## src/rtl/multicycle_control_if.sv

```systemverilog
// Control bundle between the multi-cycle MIPS main control FSM and its datapath.
// The FSM drives through the master modport and the datapath uses the slave modport.
interface multicycle_control_if;
  logic [5:0] opcode_i;
  logic       mem_ready_i;
  logic       pc_write_o;
  logic       i_or_d_o;
  logic       mem_read_o;
  logic       mem_write_o;
  logic       ir_write_o;
  logic       reg_dst_o;
  logic       mem_to_reg_o;
  logic       reg_write_o;
  logic       alu_src_a_o;
  logic [1:0] alu_src_b_o;
  logic [2:0] alu_op_o;
  logic [1:0] pc_src_o;
  logic [3:0] state_o;
  logic       illegal_op_o;

  modport master (
    input  opcode_i, mem_ready_i,
    output pc_write_o, i_or_d_o, mem_read_o, mem_write_o, ir_write_o,
           reg_dst_o, mem_to_reg_o, reg_write_o, alu_src_a_o, alu_src_b_o,
           alu_op_o, pc_src_o, state_o, illegal_op_o
  );

  modport slave (
    output opcode_i, mem_ready_i,
    input  pc_write_o, i_or_d_o, mem_read_o, mem_write_o, ir_write_o,
           reg_dst_o, mem_to_reg_o, reg_write_o, alu_src_a_o, alu_src_b_o,
           alu_op_o, pc_src_o, state_o, illegal_op_o
  );
endinterface

```

## src/rtl/multicycle_control.sv

```systemverilog
// Main control FSM of the multi-cycle MIPS datapath: sequences fetch/decode/execute/
// memory/write-back and decodes every strobe and mux select from the current state.
module multicycle_control (
  input  logic                  clk,
  input  logic                  reset,
  multicycle_control_if.master  bus
);

  localparam logic [5:0] OP_RTYPE = 6'h00;
  localparam logic [5:0] OP_J     = 6'h02;
  localparam logic [5:0] OP_ADDI  = 6'h08;
  localparam logic [5:0] OP_ORI   = 6'h0D;
  localparam logic [5:0] OP_LW    = 6'h23;
  localparam logic [5:0] OP_SW    = 6'h2B;

  typedef enum logic [3:0] {
    S_FETCH     = 4'd0,
    S_DECODE    = 4'd1,
    S_MEM_ADDR  = 4'd2,
    S_MEM_RD    = 4'd3,
    S_MEM_WB    = 4'd4,
    S_MEM_WR    = 4'd5,
    S_EXEC_R    = 4'd6,
    S_WB_R      = 4'd7,
    S_EXEC_ADDI = 4'd8,
    S_EXEC_ORI  = 4'd9,
    S_WB_I      = 4'd10,
    S_JUMP      = 4'd11
  } state_e;

  state_e     state_q, state_d;

  logic       pc_write, i_or_d, mem_read, mem_write, ir_write;
  logic       reg_dst, mem_to_reg, reg_write, alu_src_a, illegal_op;
  logic [1:0] alu_src_b, pc_src;
  logic [2:0] alu_op;

  always_ff @(posedge clk or posedge reset) begin
    if (reset) state_q <= S_FETCH;
    else       state_q <= state_d;
  end

  // Outputs are decoded from state; reset gates them so nothing fires while held.
  always_comb begin
    state_d    = S_FETCH;
    pc_write   = 1'b0;
    i_or_d     = 1'b0;
    mem_read   = 1'b0;
    mem_write  = 1'b0;
    ir_write   = 1'b0;
    reg_dst    = 1'b0;
    mem_to_reg = 1'b0;
    reg_write  = 1'b0;
    alu_src_a  = 1'b0;
    alu_src_b  = 2'b00;
    alu_op     = 3'b000;
    pc_src     = 2'b00;
    illegal_op = 1'b0;
    if (!reset) begin
      case (state_q)
        S_FETCH: begin
          mem_read  = 1'b1;
          alu_src_b = 2'b01;
          alu_op    = 3'b100;
          ir_write  = bus.mem_ready_i;
          pc_write  = bus.mem_ready_i;
          state_d   = bus.mem_ready_i ? S_DECODE : S_FETCH;
        end
        S_DECODE: begin
          alu_src_b = 2'b11;
          alu_op    = 3'b100;
          case (bus.opcode_i)
            OP_LW, OP_SW: state_d = S_MEM_ADDR;
            OP_RTYPE:     state_d = S_EXEC_R;
            OP_ADDI:      state_d = S_EXEC_ADDI;
            OP_ORI:       state_d = S_EXEC_ORI;
            OP_J:         state_d = S_JUMP;
            default: begin
              illegal_op = 1'b1;
              state_d    = S_FETCH;
            end
          endcase
        end
        S_MEM_ADDR: begin
          alu_src_a = 1'b1;
          alu_src_b = 2'b10;
          alu_op    = 3'b100;
          if (bus.opcode_i == OP_LW)      state_d = S_MEM_RD;
          else if (bus.opcode_i == OP_SW) state_d = S_MEM_WR;
          else                            state_d = S_FETCH;
        end
        S_MEM_RD: begin
          mem_read = 1'b1;
          i_or_d   = 1'b1;
          state_d  = bus.mem_ready_i ? S_MEM_WB : S_MEM_RD;
        end
        S_MEM_WB: begin
          reg_write  = 1'b1;
          mem_to_reg = 1'b1;
        end
        S_MEM_WR: begin
          mem_write = 1'b1;
          i_or_d    = 1'b1;
          state_d   = bus.mem_ready_i ? S_FETCH : S_MEM_WR;
        end
        S_EXEC_R: begin
          alu_src_a = 1'b1;
          alu_op    = 3'b111;
          state_d   = S_WB_R;
        end
        S_WB_R: begin
          reg_write = 1'b1;
          reg_dst   = 1'b1;
        end
        S_EXEC_ADDI: begin
          alu_src_a = 1'b1;
          alu_src_b = 2'b10;
          alu_op    = 3'b100;
          state_d   = S_WB_I;
        end
        S_EXEC_ORI: begin
          alu_src_a = 1'b1;
          alu_src_b = 2'b10;
          alu_op    = 3'b001;
          state_d   = S_WB_I;
        end
        S_WB_I:  reg_write = 1'b1;
        S_JUMP: begin
          pc_write = 1'b1;
          pc_src   = 2'b10;
        end
        default: state_d = S_FETCH;
      endcase
    end
  end

  assign bus.pc_write_o   = pc_write;
  assign bus.i_or_d_o     = i_or_d;
  assign bus.mem_read_o   = mem_read;
  assign bus.mem_write_o  = mem_write;
  assign bus.ir_write_o   = ir_write;
  assign bus.reg_dst_o    = reg_dst;
  assign bus.mem_to_reg_o = mem_to_reg;
  assign bus.reg_write_o  = reg_write;
  assign bus.alu_src_a_o  = alu_src_a;
  assign bus.alu_src_b_o  = alu_src_b;
  assign bus.alu_op_o     = alu_op;
  assign bus.pc_src_o     = pc_src;
  assign bus.state_o      = 4'(state_q);
  assign bus.illegal_op_o = illegal_op;

endmodule

```

## src/flat_wrapper.sv

```systemverilog
// flat-port wrapper written by rule: the top's interface ports become plain ports
module multicycle_control_flat 
  (clk, reset, bus_opcode_i, bus_mem_ready_i, bus_pc_write_o, bus_i_or_d_o, bus_mem_read_o, bus_mem_write_o, bus_ir_write_o, bus_reg_dst_o, bus_mem_to_reg_o, bus_reg_write_o, bus_alu_src_a_o, bus_alu_src_b_o, bus_alu_op_o, bus_pc_src_o, bus_state_o, bus_illegal_op_o);
  multicycle_control_if bus_i ();
  input  logic clk;
  input  logic reset;
  input wire logic [$bits(bus_i.opcode_i)-1:0] bus_opcode_i;
  input wire logic [$bits(bus_i.mem_ready_i)-1:0] bus_mem_ready_i;
  output wire logic [$bits(bus_i.pc_write_o)-1:0] bus_pc_write_o;
  output wire logic [$bits(bus_i.i_or_d_o)-1:0] bus_i_or_d_o;
  output wire logic [$bits(bus_i.mem_read_o)-1:0] bus_mem_read_o;
  output wire logic [$bits(bus_i.mem_write_o)-1:0] bus_mem_write_o;
  output wire logic [$bits(bus_i.ir_write_o)-1:0] bus_ir_write_o;
  output wire logic [$bits(bus_i.reg_dst_o)-1:0] bus_reg_dst_o;
  output wire logic [$bits(bus_i.mem_to_reg_o)-1:0] bus_mem_to_reg_o;
  output wire logic [$bits(bus_i.reg_write_o)-1:0] bus_reg_write_o;
  output wire logic [$bits(bus_i.alu_src_a_o)-1:0] bus_alu_src_a_o;
  output wire logic [$bits(bus_i.alu_src_b_o)-1:0] bus_alu_src_b_o;
  output wire logic [$bits(bus_i.alu_op_o)-1:0] bus_alu_op_o;
  output wire logic [$bits(bus_i.pc_src_o)-1:0] bus_pc_src_o;
  output wire logic [$bits(bus_i.state_o)-1:0] bus_state_o;
  output wire logic [$bits(bus_i.illegal_op_o)-1:0] bus_illegal_op_o;
  assign bus_i.opcode_i = bus_opcode_i;
  assign bus_i.mem_ready_i = bus_mem_ready_i;
  assign bus_pc_write_o = bus_i.pc_write_o;
  assign bus_i_or_d_o = bus_i.i_or_d_o;
  assign bus_mem_read_o = bus_i.mem_read_o;
  assign bus_mem_write_o = bus_i.mem_write_o;
  assign bus_ir_write_o = bus_i.ir_write_o;
  assign bus_reg_dst_o = bus_i.reg_dst_o;
  assign bus_mem_to_reg_o = bus_i.mem_to_reg_o;
  assign bus_reg_write_o = bus_i.reg_write_o;
  assign bus_alu_src_a_o = bus_i.alu_src_a_o;
  assign bus_alu_src_b_o = bus_i.alu_src_b_o;
  assign bus_alu_op_o = bus_i.alu_op_o;
  assign bus_pc_src_o = bus_i.pc_src_o;
  assign bus_state_o = bus_i.state_o;
  assign bus_illegal_op_o = bus_i.illegal_op_o;
  multicycle_control u_core (.clk(clk), .reset(reset), .bus(bus_i));
endmodule
```

## config.mk

```make
export PLATFORM = sky130hd
export DESIGN_NAME = multicycle_control_flat
export DESIGN_NICKNAME = d
export VERILOG_FILES = /design/src/rtl/multicycle_control_if.sv /design/src/rtl/multicycle_control.sv /design/src/flat_wrapper.sv
export SDC_FILE = /design/constraint.sdc
export NUM_CORES = 1
export LEC_CHECK = 0
export ABC_AREA = 1
export CAP_MARGIN = 20
export CORE_MARGIN = 1.5
export CORE_UTILIZATION = 40
export CTS_BUF_LIST = sky130_fd_sc_hd__clkbuf_16
export DETAILED_ROUTE_END_ITERATION = 8
export PLACE_DENSITY = 0.87
export SLEW_MARGIN = 10
export SYNTH_ARGS = -nofsm -noshare
export SYNTH_HDL_FRONTEND = slang
export SYNTH_SLANG_ARGS = --single-unit
```

## constraint.sdc

```tcl
create_clock -name clk -period 2.8 [get_ports clk]
set_input_delay 0.42 -clock clk [delete_from_list [all_inputs] [get_ports clk]]
set_output_delay 0.42 -clock clk [all_outputs]
set_load 0.005 [all_outputs]
```

Word-level counts from Yosys, hierarchy flattened
Cells that the tools add are included. Widths: inputs -> output; s select.

Eq/ne operators: 16. Multiplexer cells: 35. Reduce and logical (&&, ||, !) cells: 11.

Operator list (number): $pmux 4 s7 (1); $mux 1 (21); $pmux 4 s5 (1); $eq 4x3->1 const B (4); $eq 4x4->1 const B (4); $eq 6x4->1 const B (2); $eq 6x6->1 const B (2); $mux 3 (4); $pmux 3 s3 (1); $eq 4x2->1 const B (2); $mux 4 (2); $reduce_or 2->1 (4); $reduce_or 4->1 (2); $eq 6x2->1 const B (1); $logic_not 6->1 (1); $mux 2 (3); $pmux 2 s3 (1); $reduce_or 3->1 (2); $reduce_or 6->1 (1); $eq 4x1->1 const B (1); $logic_not 4->1 (1); $pmux 1 s2 (1).

Bits in registers: 4. Input port bits: 9. Output and inout port bits: 21. Logic and storage cells: 63.

Logic depth before layout (Yosys ltp)
Depth after elaboration: 5. Gate-level depth with buffers: 9. Mapped depth without buffers: 9.

Worst setup path before layout
Ideal clock, no wire load.

Kind: reg2out. Start point: register u_core.state_q[1] (netlist: u_core.bus.state_o[1]). End point: output bus_illegal_op_o. Arrival time: 1.012 ns. Data required time: 2.380 ns. Path slack: 1.368 ns. Stages on the path, launching flop included: 6. Path buffers: 0. Cells stage by stage: dfrtp_1 inv_2 nand2_2 nor2_2 nand4_1 nor2_1.

Longest elaborated chain between the ends: 3.

RTL lines: from (decl) (RTL line multicycle_control.sv:31) `state_e state_q, state_d;`; from (signal assigned) (RTL line multicycle_control.sv:40) `else state_q <= state_d;`; $eq 4x1->1 (RTL line multicycle_control.sv:60) `case (state_q)`; $mux 1 (RTL line multicycle_control.sv:60); $mux 1 (RTL line multicycle_control.sv:59) `if (!reset) begin`; to (decl) (RTL line flat_wrapper.sv:22) `output wire logic [$bits(bus_i.illegal_op_o)-1:0] bus_illegal_op_o;`.

Every way passes these cells.

Final worst setup path
Start point: input bus_opcode_i[5]. End point: output bus_illegal_op_o.

Longest elaborated chain between the ends: 5. Elaborated cells on any way between the ends: 10. Classes of those cells: 5 x eq/ne; 3 x mux; 2 x reduce/logical.

RTL lines: from (decl) (RTL line flat_wrapper.sv:7) `input wire logic [$bits(bus_i.opcode_i)-1:0] bus_opcode_i;`; $eq 6x4->1, or another cell as far along (RTL line multicycle_control.sv:72) `case (bus.opcode_i)`; $reduce_or 6->1 (no source line) *; $mux 1 * (RTL line multicycle_control.sv:72); $mux 1 * (RTL line multicycle_control.sv:60); $mux 1 * (RTL line multicycle_control.sv:59).

Every way passes the cells marked *; elsewhere a longest branch is shown, timed or not.

==> metrics.txt <==
post-synthesis area per instance=4.96 um2; most frequent cells in the layout=29 x nand2_1, 29 x nor2_1, 28 x clkdlybuf4s50_1; die height=40.9 um; HPWL after detailed placement=1410 um; post-synthesis register bit count=4; Mapped Cells=116; Setup CP Type=primary input to output port; Routed WL=1740 um; ANT cells=0; port buffer count=28; area grow syn2layout=65.7%; Final Core Density=72.4%; crit end category=output port; Worst Path Max Fanout=4; core area=1320 um2; multi-input combinational cell area=389 um2; # clock sinks=4; design area=953 um2; Int Pwr=277 uW; largest cells by area after synthesis=nand2_1 19%, nor2_1 19%, dfrtp_1 17%, inv_1 12%, nand3_1 11%; Yosys top cell by area=nand2_1; CTS clock-pin slew for the worst setup and hold paths=0.03 ns; max incr delay on CP=0.44 ns; setup TNS=0 ns; switching share of power=20.7%; die width=40.9 um; H-tree depth=1; Max Cap Viol=0; RSZ-0062 raised after global routing=no; Seq pwr share=17.8%; vias in the first global route=719; peak supply drop=0.000214 V; row cnt=13; gpl congestion=0.804; met1 wire length=695 um; CTS tree=yes; CTS Buffer Depth=2; Detail Route Antenna Nets=0; CP cell instances=clkdlybuf4s50_1 -> nor2_1 -> nand3_1 -> nand3_1 -> nor2_1 -> clkdlybuf4s50_1; first drt pass iteration count=5; die footprint=1680 um2; part of the Yosys area used for sequential elements=17.4%; post-synth top area share=18.9%; CP required=2.38 ns; GRT Overall Usage=23.7%; Area after DPL=878 um2; syn_nets=125; Post-route DRC=0; hold_ws=0.601 ns; Leak Pwr=0.000491 uW; wire length per cell=10.7 um; Final Hold Fails=0; CP max stage cell=clkdlybuf4s50_1; Power Density=366 nW/um2; Hold Buf Count CTS=0; outcome=finished clean; Logic pwr share=19.5%; Period Utilization, post-route=82.9%; Via Count=855; Final Max Tran Viols=0; metal3 WL=111 um; DR iter-0 viols=38; max reg flops=4; Max Fclk=431 MHz; hold crit path type=primary input to async pin; root buffer cell=clkbuf_16; I/O pin cnt=30; synthesized cell area=576 um2; share of cells above drive strength 1=6.80%; cts repair resizes=0; largest net degree at the start of global routing=15; # fillers=114; Nets=158; metal2 WL=910 um; vias per cell=5.28; register area=100 um2; Setup Skew=0.00275 ns; number of synthesis warnings=0; DR top layer=met4; postcts setup bufs=0; first-pass GRT wire length=2710 um; initial antenna violation count=0; total CTS buffers=3; initial core utilization=43.7%; Final Critical Period=2.32 ns; clock latency on the worst-skew pair=0.22 ns; Setup Viol. Count Final=0; Clock Power Share=62.7%; P_sw=72.2 uW; CP arrival=1.90 ns; total gr overflow=0; Worst setup SP type=primary input; Yosys cell types=18
worst max-delay path, delay by kind of cell:
kind / cells / cell delay [ns]
buffers and inverters: 2 / 0.87
and+or+nand+nor: 4 / 0.61
cells in the mapped netlist (all sizes together):
master and instances:
a31oi 1, conb 1, nand3b 1, nor2 31, nand2 30, inv 20
o21ai 4, nand4 1, dfrtp 4, buf 1, a221oi 1, clkbuf 1
a21oi 5, nor3 2, nand3 13
metal layers:
metal / vias up / GRT usage [%]
met5: - / 0
met4: 0 / 5.83
met3: 4 / 5.43
met2: 49 / 47.3
met1: 375 / 23.9
li1: 427 / -
layout make-up:
class,instances,share of cell area (%)
tap,15,1.97
multi-input combinational,90,40.8
timing repair buffer,30,31.0
inverter,20,7.87
sequential,4,10.5
clock buffer,3,7.87
worst paths after layout:
path | slack (ns) | startpoint | endpoint | cells past startpoint
setup reg to reg | 1.49 | u_core.bus.state_o[3] | u_core.bus.state_o[1] | 8
setup / recovery | 0.48 | bus_opcode_i[5] | bus_illegal_op_o | 6
max in group asynchronous | 2.08 | reset | u_core.bus.state_o[0] | 3
min in group clk | 0.76 | u_core.bus.state_o[2] | u_core.bus.state_o[3] | 3
hold reg to reg | 0.76 | u_core.bus.state_o[2] | u_core.bus.state_o[3] | 3
hold / removal | 0.60 | reset | u_core.bus.state_o[1] | 3
metrics by stage:
step | std cells | setup WS [ns] | total power (uW)
2_1_floorplan | 116 | 1.37 | 92.2
3_3_place_gp | 159 | 0.538 | 128
3_5_place_dp | 159 | 0.504 | 130
5_1_grt | 162 | 0.354 | 369
6_report | 162 | 0.478 | 349
4_1_cts | 162 | 0.497 | 351
cells by family (layout without fill, tap and decap cells):
family,count (synthesis),after routing,synth area share [%]
and+or+nand+nor,78,78,56.5
DFF,4,4,17.4
AOI/OAI and AO/OA,11,11,10.4
buffers and inverters,22,53,15.0
other,1,1,0.652
power groups by stage:
stage | Sequential (uW) | Clock [uW] | Combinational, uW
2_1_floorplan | 62.4 | 0 | 29.8
3_3_place_gp | 62.7 | 0 | 65.7
3_5_place_dp | 62.8 | 0 | 67.3
4_1_cts | 62.2 | 221 | 68.0
5_1_grt | 62.3 | 231 | 75.8
6_report | 62.2 | 219 | 67.9
Note: power is estimated with default switching activity, not from simulation.
